File: src/rtl/seg7_pkg.sv
// Shared constants and types for the four-digit seven-segment scanner.
// All segment patterns are active-low, ordered {g,f,e,d,c,b,a}.
package seg7_pkg;

    typedef logic [6:0] seg7_t;

    localparam seg7_t      SEG_BLANK = 7'h7F;
    localparam seg7_t      SEG_DASH  = 7'h3F;
    localparam logic [3:0] BCD_BLANK = 4'hF;

    localparam seg7_t SEG_0 = 7'h40;
    localparam seg7_t SEG_1 = 7'h79;
    localparam seg7_t SEG_2 = 7'h24;
    localparam seg7_t SEG_3 = 7'h30;
    localparam seg7_t SEG_4 = 7'h19;
    localparam seg7_t SEG_5 = 7'h12;
    localparam seg7_t SEG_6 = 7'h02;
    localparam seg7_t SEG_7 = 7'h78;
    localparam seg7_t SEG_8 = 7'h00;
    localparam seg7_t SEG_9 = 7'h10;

endpackage

File: src/rtl/seg7_decode.sv
// Combinational BCD nibble to active-low seven-segment pattern.
// Non-decimal codes show a dash, except BCD_BLANK which turns every segment off.
module seg7_decode
    import seg7_pkg::*;
(
    input  logic [3:0] nibble,
    output seg7_t      pattern
);

    always_comb begin
        pattern = SEG_DASH;
        case (nibble)
            4'd0:      pattern = SEG_0;
            4'd1:      pattern = SEG_1;
            4'd2:      pattern = SEG_2;
            4'd3:      pattern = SEG_3;
            4'd4:      pattern = SEG_4;
            4'd5:      pattern = SEG_5;
            4'd6:      pattern = SEG_6;
            4'd7:      pattern = SEG_7;
            4'd8:      pattern = SEG_8;
            4'd9:      pattern = SEG_9;
            BCD_BLANK: pattern = SEG_BLANK;
            default:   pattern = SEG_DASH;
        endcase
    end

endmodule

File: src/rtl/seg7_scan.sv
// Four-digit multiplexed seven-segment scanner with frame-synchronous shadow
// latch and an all-anodes-off guard interval at the start of each digit slot.
module seg7_scan
    import seg7_pkg::*;
#(
    parameter int SCAN_DIV = 125000,
    parameter int GUARD    = 1250
) (
    input  logic        clk,
    input  logic        rst_n,
    input  logic [15:0] bcd,
    output logic [3:0]  an,
    output seg7_t       seg,
    output logic        frame_stb
);

    localparam int             CW   = (SCAN_DIV > 2) ? $clog2(SCAN_DIV) : 1;
    localparam logic [CW-1:0]  LAST = CW'(SCAN_DIV - 1);

    logic [CW-1:0] div_cnt, div_nxt;
    logic [1:0]    idx, idx_nxt;
    logic [15:0]   shadow, shadow_nxt;
    logic          slot_end, latch, guard_nxt;
    logic [3:0]    nibble_nxt;
    seg7_t         seg_nxt;

    // Outputs are registered from next-state so each value lands in the
    // same cycle as the slot/cycle position it describes.
    always_comb begin
        slot_end   = (div_cnt == LAST);
        latch      = slot_end && (idx == 2'd3);
        div_nxt    = slot_end ? '0 : div_cnt + CW'(1);
        idx_nxt    = slot_end ? idx + 2'd1 : idx;
        shadow_nxt = latch ? bcd : shadow;
        nibble_nxt = shadow_nxt[{idx_nxt, 2'b00} +: 4];
        guard_nxt  = (int'(div_nxt) < GUARD);
    end

    seg7_decode u_decode (
        .nibble  (nibble_nxt),
        .pattern (seg_nxt)
    );

    always_ff @(posedge clk or negedge rst_n) begin
        if (!rst_n) begin
            div_cnt   <= '0;
            idx       <= 2'd0;
            shadow    <= 16'hFFFF;
            an        <= 4'b1111;
            seg       <= SEG_BLANK;
            frame_stb <= 1'b0;
        end else begin
            div_cnt   <= div_nxt;
            idx       <= idx_nxt;
            shadow    <= shadow_nxt;
            an        <= guard_nxt ? 4'b1111 : ~(4'b0001 << idx_nxt);
            seg       <= seg_nxt;
            frame_stb <= latch;
        end
    end

endmodule

File: config.mk
export PLATFORM = sky130hd
export DESIGN_NAME = seg7_scan
export DESIGN_NICKNAME = d
export VERILOG_FILES = /design/src/rtl/seg7_pkg.sv /design/src/rtl/seg7_decode.sv /design/src/rtl/seg7_scan.sv
export SDC_FILE = /design/constraint.sdc
export NUM_CORES = 1
export LEC_CHECK = 0
export BUFFER_PORTS_ARGS = -buffer_cell sky130_fd_sc_hd__buf_2
export CORE_UTILIZATION = 45
export CTS_CLUSTER_DIAMETER = 200
export DETAILED_ROUTE_END_ITERATION = 6
export GPL_TIMING_DRIVEN = 0
export PLACE_DENSITY_LB_ADDON = 0.15
export SYNTH_ARGS = -nofsm -noshare
export SYNTH_HDL_FRONTEND = slang
export SYNTH_HIERARCHICAL = 1
export SYNTH_SLANG_ARGS = --single-unit
File: constraint.sdc
create_clock -name clk -period 4 [get_ports clk]
set_clock_uncertainty 0.1 [all_clocks]
set_input_delay 0.4 -clock clk [delete_from_list [all_inputs] [get_ports clk]]
set_output_delay 0.4 -clock clk [all_outputs]
set_load 0.005 [all_outputs]
==> results of run 1 <==
-- flip-flops by register name, indices dropped and copies added (netlist names) --
| name | cells |
|---|---|
| an | 4 |
| frame_stb | 1 |
| shadow | 16 |
| div_cnt | 17 |
| idx | 2 |
| seg | 7 |
-- report_power, final --
group	leakage, nW	switching, mW	internal, mW
Combinational	0.684	0.0111	0.00599
Sequential	0.544	0	0.476
Clock	0.0489	0.173	0.127
-- kinds of logic (layout without fill, tap and decap cells) --
family	after synthesis	after routing	share of synthesized area
adders and majority gates	7	7	0.0339
muxes	31	31	0.141
buffers and inverters	18	58	0.0625
and+or+nand+nor	74	74	0.178
AOI/OAI and AO/OA	24	24	0.0645
DFF	47	47	0.469
xor gates and xnor gates	15	15	0.0509
-- per-stage QoR --
stage / power, mW / setup WS [ns] / utilization / instance area (sq um) / TNS, ns
finish: 0.794 / 0.277 / 0.534 / 2940 / 0
global route: 0.823 / 0.0284 / 0.534 / 2940 / 0
CTS: 0.806 / 0.112 / 0.529 / 2910 / 0
detailed placement: 0.503 / -0.00639 / 0.511 / 2820 / -0.00639
global placement: 0.502 / -0.00574 / 0.511 / 2820 / -0.00574
floorplan: 0.485 / 0.534 / - / 2580 / 0
-- layer usage --
metal,routed length [um],vias to the layer above,track usage
met5,0,-,0
met4,63,0,0.0604
li1,-,851,-
met3,126,7,0.0329
met2,2240,28,0.271
met1,2130,839,0.217
-- worst reg2reg max path: stages (launching register included) --
cell,delay [ns]
dfrtp_1,0.38
buf_6,0.14
or4b_4,0.55
nor4_4,0.42
buf_4,0.20
mux2i_2,0.49
mux2i_2,0.58
inv_1,0.17
ha_1,0.23
or2b_1,0.21
a31oi_1,0.19
-- worst paths after layout --
kind | from | cells past startpoint | slack [ns] | endpoint
max | div_cnt[5] | 10 | 0.28 | seg[4]
max reg2reg | div_cnt[5] | 10 | 0.28 | seg[4]
min | rst_n | 1 | 0.17 | frame_stb
min in group clk | bcd[9] | 2 | 0.23 | shadow[9]
max in group asynchronous | rst_n | 1 | 3.00 | idx[1]
min reg2reg | div_cnt[0] | 1 | 0.46 | div_cnt[0]
-- cell type report --
type,count,area share
clock inverter,3,0.00767
timing repair buffer,32,0.0571
sequential,47,0.412
multi-input combinational,151,0.414
buffer,10,0.0405
clock buffer,5,0.0234
tap,72,0.0307
inverter,8,0.0145
-- what timing repair did --
action,CTS,global route
endpoints found under the setup margin,1,4
setup buffers,0,3
hold buffers,0,0
gates resized for setup,1,1
pin swaps,0,1
-- cell usage in the layout, fill, tap and decap left out, types with 2 or more instances in the layout --
cell,synthesis,final
buf_2,0,29
dfstp_2,27,27
dfrtp_1,20,20
mux2i_1,15,13
nor2_1,13,13
nand2_1,11,11
nand4_1,9,9
mux2_4,9,9
xnor2_1,9,9
inv_1,7,7
mux2_2,7,7
ha_1,7,7
buf_6,6,6
nor3_1,6,6
xor2_1,6,6
nand3_1,5,5
o21ai_0,5,5
or3_1,5,5
clkbuf_8,0,5
buf_4,1,4
a21oi_1,4,4
nor3b_1,3,3
or4b_4,2,2
mux2i_2,0,2
and2_1,2,2
buf_12,2,2
and3_1,2,2
a31oi_1,2,2
o31ai_1,2,2
inv_6,0,2
nor2b_1,2,2
a22oi_1,2,2
==> results by group, run 1 <==
Drt
  • Routed len/inst: 13.9 um
  • Drt drc: 0
  • DR iter-0 viols: 217
  • DR pass1 iterations: 4
  • DR vias/cell: 5.26
  • WL final: 4560 um
  • Final ANT Viol Nets: 0
  • Detailed-route via count: 1725

Synth
  • Synth cell types: 53
  • Count leader, synth: dfstp_2
  • Number of synthesized flops with an enable pin: 0
  • Prevailing post-synth register cell: dfstp_2
  • Top cell type's share of synthesized area: 0.275
  • Post-Syn Instances: 216
  • Ranking of synthesized cells by area: dfstp_2 (27%), dfrtp_1 (19%), mux2i_1 (5.8%)
  • Post-Syn Area: 2580 sq um
  • FF+latch count, synth: 47
  • Syn_nets: 241
  • Post-synth top cells: dfstp_2 (27), dfrtp_1 (20), mux2i_1 (15)
  • Post-synthesis cell type with the largest combined area: dfstp_2
  • Syn. warnings: 6
  • Register area share after synthesis: 0.469
  • Syn Area/Cell: 12.0 sq um
  • Ys async rst share: 1.00

GRT
  • Pin count of the biggest net entering global routing: 48
  • Number of global-route vias before repair: 1646
  • Initial antenna violation count: 0
  • First-pass GRT wire length: 7800 um
  • Total grt overflow: 0
  • Global Route Usage Sum: 0.165

Die
  • Chip height: 77.7 um
  • Die ar.: 6040 sq um
  • Num rows: 27
  • # IOs: 30
  • Core ar.: 5510 sq um
  • Die width: 77.7 um
  • Initial Util: 0.469

Timing
  • Hold slack: 0.172 ns
  • RSZ-0062 raised after global routing: no
  • Tcrit/Tclk final: 0.931
  • Pins Over Slew Limit: 0
  • Tmin final: 3.72 ns
  • Count of final setup violators: 0
  • Fin. Hold Viols: 0
  • Relative slew margins: 0.319
  • Worst-margin pin slew: 1.02 ns
  • Timing-limited maximum frequency: 269 MHz

Setup path
  • Setup crit start kind: flip-flop
  • Critical Path, Cell by Cell: buf_6 -> or4b_4 -> nor4_4 -> buf_4 -> mux2i_2 -> mux2i_2 -> inv_1 -> ha_1 -> or2b_1 -> a31oi_1
  • Critical Path RT: 4.12 ns
  • Slowest CP cell: mux2i_2
  • CP arrival: 3.84 ns
  • CP peak stage delay: 0.58 ns
  • Buffers & Inverters on Critical Path: 3
  • Crit end category: flip-flop
  • Critical path's most frequent cell: mux2i_2
  • Top delay family on crit path: simple AND/OR/NAND/NOR gates
  • CP Class: flip-flop to flip-flop
  • Crit path max fanout: 9

Finish
  • Layout area overhead: 13.8%
  • Post-route insts no fill: 328
  • Filler cell count: 492
  • FF/Latch Area: 1210 sq um
  • Area occupied by multi-input gates: 1220 sq um
  • Layout cells sized above 1: 0.406
  • # diodes: 0
  • Final #Nets: 280

Placed design
  • DP HPWL: 3140 um
  • Gpl congestion: 0.806
  • Placed insts: 317
  • Port-buffer cells: 29

Power and ir drop
  • VDD IR max: 0.145 mV
  • Power Density: 270 nW/um^2
  • Leakage Power: 1.28 nW

Clock tree
  • Total CTS buffers: 5
  • Htree depth: 2
  • Clock-pin slew on the worst setup and hold paths: 0.10 ns
  • CTS Buffer Depth: 2
  • Worst skew pair latency: 0.30 ns
  • Root buf cell: clkbuf_8
  • Clock Sinks: 47
  • CTS tree: built

Flow run
  • Max-Cap Viols: 0

Run status
  • Status: finished, final reports clean

Worst hold path
  • Hold Path Class: input pin to asynchronous set/reset pin
No activity file was read; power rests on OpenSTA's default activity.
==> run 2, diff against run 1 <==
- CELL_PAD_IN_SITES_DETAIL_PLACEMENT: not set -> 1
- CELL_PAD_IN_SITES_GLOBAL_PLACEMENT: not set -> 1
==> run 2 against run 1 <==
  * Core utilization is 0.39 points higher
  * Worst setup slack better by 0.035 ns
  * Global-route usage is 2.3 points higher
  * Clock power is 20% higher
  * Register-to-register slack better by 0.03 ns
  * Power is 7.4% higher
  * First-iteration DRC count is 24% lower
  * Critical endpoint unchanged
==> results by group, run 2 (synthesized netlist as in run 1, its figures left out) <==
Run status
  • Status: finished, final reports clean

Placed design
  • Port-buffer cells: 29 (unchanged)
  • Gpl congestion: 0.775 (-3.7%)
  • DP HPWL: 3720 um (+19%)
  • Placed insts: 317 (unchanged)
  • Placed cell area: 2820 sq um (unchanged)

Finish
  • Most frequent cells in the layout: buf_2 (29), dfstp_2 (27), dfrtp_1 (20)
  • # diodes: 0 (unchanged)
  • Top Registers: div_cnt (17), shadow (16), seg (7)
  • Largest register FFs: 17 (unchanged)
  • Layout area overhead: 14.6%
  • Final #Nets: 280 (unchanged)
  • Commonest non-fill, non-tap cell in the layout: buf_2
  • Layout cells sized above 1: 0.402 (-0.00391)
  • Filler cell count: 598 (+22%)
  • Top reg by flops: div_cnt
  • Final Instance Area: 2960 sq um (+0.72%)
  • Post-route insts no fill: 328 (unchanged)

Drt
  • Final ANT Viol Nets: 0 (unchanged)
  • Routed len/inst: 15.8 um (+14%)
  • Detailed-route via count: 1770 (+2.6%)
  • DR vias/cell: 5.40 (+2.6%)
  • WL final: 5200 um (+14%)
  • Drt drc: 0 (unchanged)
  • DR pass1 iterations: 4 (unchanged)
  • DR iter-0 viols: 166 (-24%)

Die
  • Die ar.: 6040 sq um (unchanged)
  • Core ar.: 5510 sq um (unchanged)
  • Chip height: 77.7 um (unchanged)
  • Num rows: 27 (unchanged)
  • Die width: 77.7 um (unchanged)
  • # IOs: 30 (unchanged)
  • Initial Util: 0.469 (unchanged)

Setup path
  • Setup crit start kind: flip-flop
  • Critical Path RT: 4.13 ns (about the same)
  • CP Class: flip-flop to flip-flop
  • Crit end category: flip-flop
  • Crit path max fanout: 9 (unchanged)
  • CP arrival: 3.82 ns (-0.02 ns)

Timing
  • Hold slack: 0.164 ns (-0.00792 ns)
  • Fin. Hold Viols: 0 (unchanged)
  • Tcrit/Tclk final: 0.922 (-0.00874)
  • Timing-limited maximum frequency: 271 MHz (+0.95%)
  • RSZ-0062 raised after global routing: no
  • Relative slew margins: 0.322 (+0.00349)
  • Tmin final: 3.69 ns (-0.0350 ns)
  • Count of final setup violators: 0 (unchanged)
  • Worst-margin pin slew: 1.02 ns (-0.00524 ns)
  • Pins Over Slew Limit: 0 (unchanged)
  • TNS Setup: 0 ns (unchanged)

Clock tree
  • Total CTS buffers: 5 (unchanged)
  • Cts-stage hold buffer count: 0 (unchanged)
  • Htree depth: 2 (unchanged)
  • CTS tree: built
  • Root buf cell: clkbuf_8
  • Worst skew pair latency: 0.30 ns (about the same)
  • Clock-pin slew on the worst setup and hold paths: 0.10 ns (about the same)
  • CTS Buffer Depth: 2 (unchanged)
  • Clock Sinks: 47 (unchanged)

Flow run
  • Max-Cap Viols: 0 (unchanged)

GRT
  • Global Route Usage Sum: 0.189 (+0.0231)
  • Pin count of the biggest net entering global routing: 48 (unchanged)
  • Initial antenna violation count: 0 (unchanged)
  • Total grt overflow: 0 (unchanged)
  • Number of global-route vias before repair: 1779 (+8.1%)
  • First-pass GRT wire length: 8850 um (+13%)

Power and ir drop
  • Power after layout: 0.852 mW (+7.4%)
  • VDD IR max: 0.152 mV (+4.9%)
  • Leakage Power: 1.29 nW (+0.71%)
  • Power Density: 288 nW/um^2 (+6.6%)

Worst hold path
  • Hold Path Class: input pin to asynchronous set/reset pin
## run 2: changes by cell type in the layout (fill, tap and decap cells not counted)
cell	previous run	this run
mux2i_1	13	14
bufinv_16	0	1
clkinv_4	0	1
inv_6	2	1
mux2i_2	2	1
clkinv_2	1	0
## run 2: per-stage QoR
| step | utilization | setup WS, ns |
|---|---|---|
| 2_1_floorplan | - | 0.534 |
| 3_3_place_gp | 0.511 | 0.000473 |
| 3_5_place_dp | 0.511 | -0.0533 |
| 4_1_cts | 0.533 | 0.0511 |
| 5_1_grt | 0.537 | 0.0359 |
| 6_report | 0.537 | 0.312 |
## run 2: path summary, 6_finish.rpt
path | from | endpoint | slack [ns] | cells past startpoint
setup reg to reg | div_cnt[5] | seg[4] | 0.31 | 12
hold reg to reg | div_cnt[0] | div_cnt[0] | 0.47 | 1
hold / removal | rst_n | div_cnt[5] | 0.16 | 1
min in group clk | bcd[9] | shadow[9] | 0.23 | 2
max in group asynchronous | rst_n | div_cnt[15] | 3.00 | 1
setup / recovery | div_cnt[5] | seg[4] | 0.31 | 12
## run 2: repair_timing
| item | CTS | global route |
|---|---|---|
| pin swaps | 0 | 1 |
| endpoints found under the setup margin | 1 | 4 |
| buffers inserted | 0 | 3 |
| gates resized for setup | 1 | 0 |
| gates cloned | 0 | 0 |
## run 2: worst max-delay path, cell delays in order (launching register included)
cell and delay (ns):
dfrtp_1 0.39, buf_6 0.14, or4b_4 0.55, nor4_4 0.42, buf_4 0.19, xnor2_1 0.26
clkinv_8 0.16, mux2i_1 0.16, mux2i_1 0.41, inv_1 0.17, ha_1 0.25, or2b_1 0.23
a31oi_1 0.19
## run 2: layout make-up
type / instances / area, sq um / share of cell area
multi-input cells: 151 / 1210 / 0.410
clock buffers: 5 / 68.8 / 0.0233
flip-flops and latches: 47 / 1210 / 0.409
inverters: 8 / 42.5 / 0.0144
clock inverters: 3 / 47.5 / 0.0161
repair buffers: 32 / 168 / 0.0567
well taps: 72 / 90.1 / 0.0304
plain buffers: 10 / 119 / 0.0402
## run 2: metal layers
metal | vias to the layer above | GRT usage | part of all wire | routed length [um]
met5 | - | 0 | 0 | 0
met4 | 0 | 0.0453 | 0.0085 | 44
met3 | 5 | 0.0388 | 0.030 | 154
met2 | 31 | 0.324 | 0.50 | 2590
li1 | 849 | - | - | -
met1 | 885 | 0.242 | 0.46 | 2410
## run 2: power by group
group,leakage [nW],internal (mW),total (mW),switching (mW)
combinational,0.683,0.00597,0.0169,0.0109
sequential,0.544,0.476,0.476,0
clock,0.0587,0.190,0.359,0.169
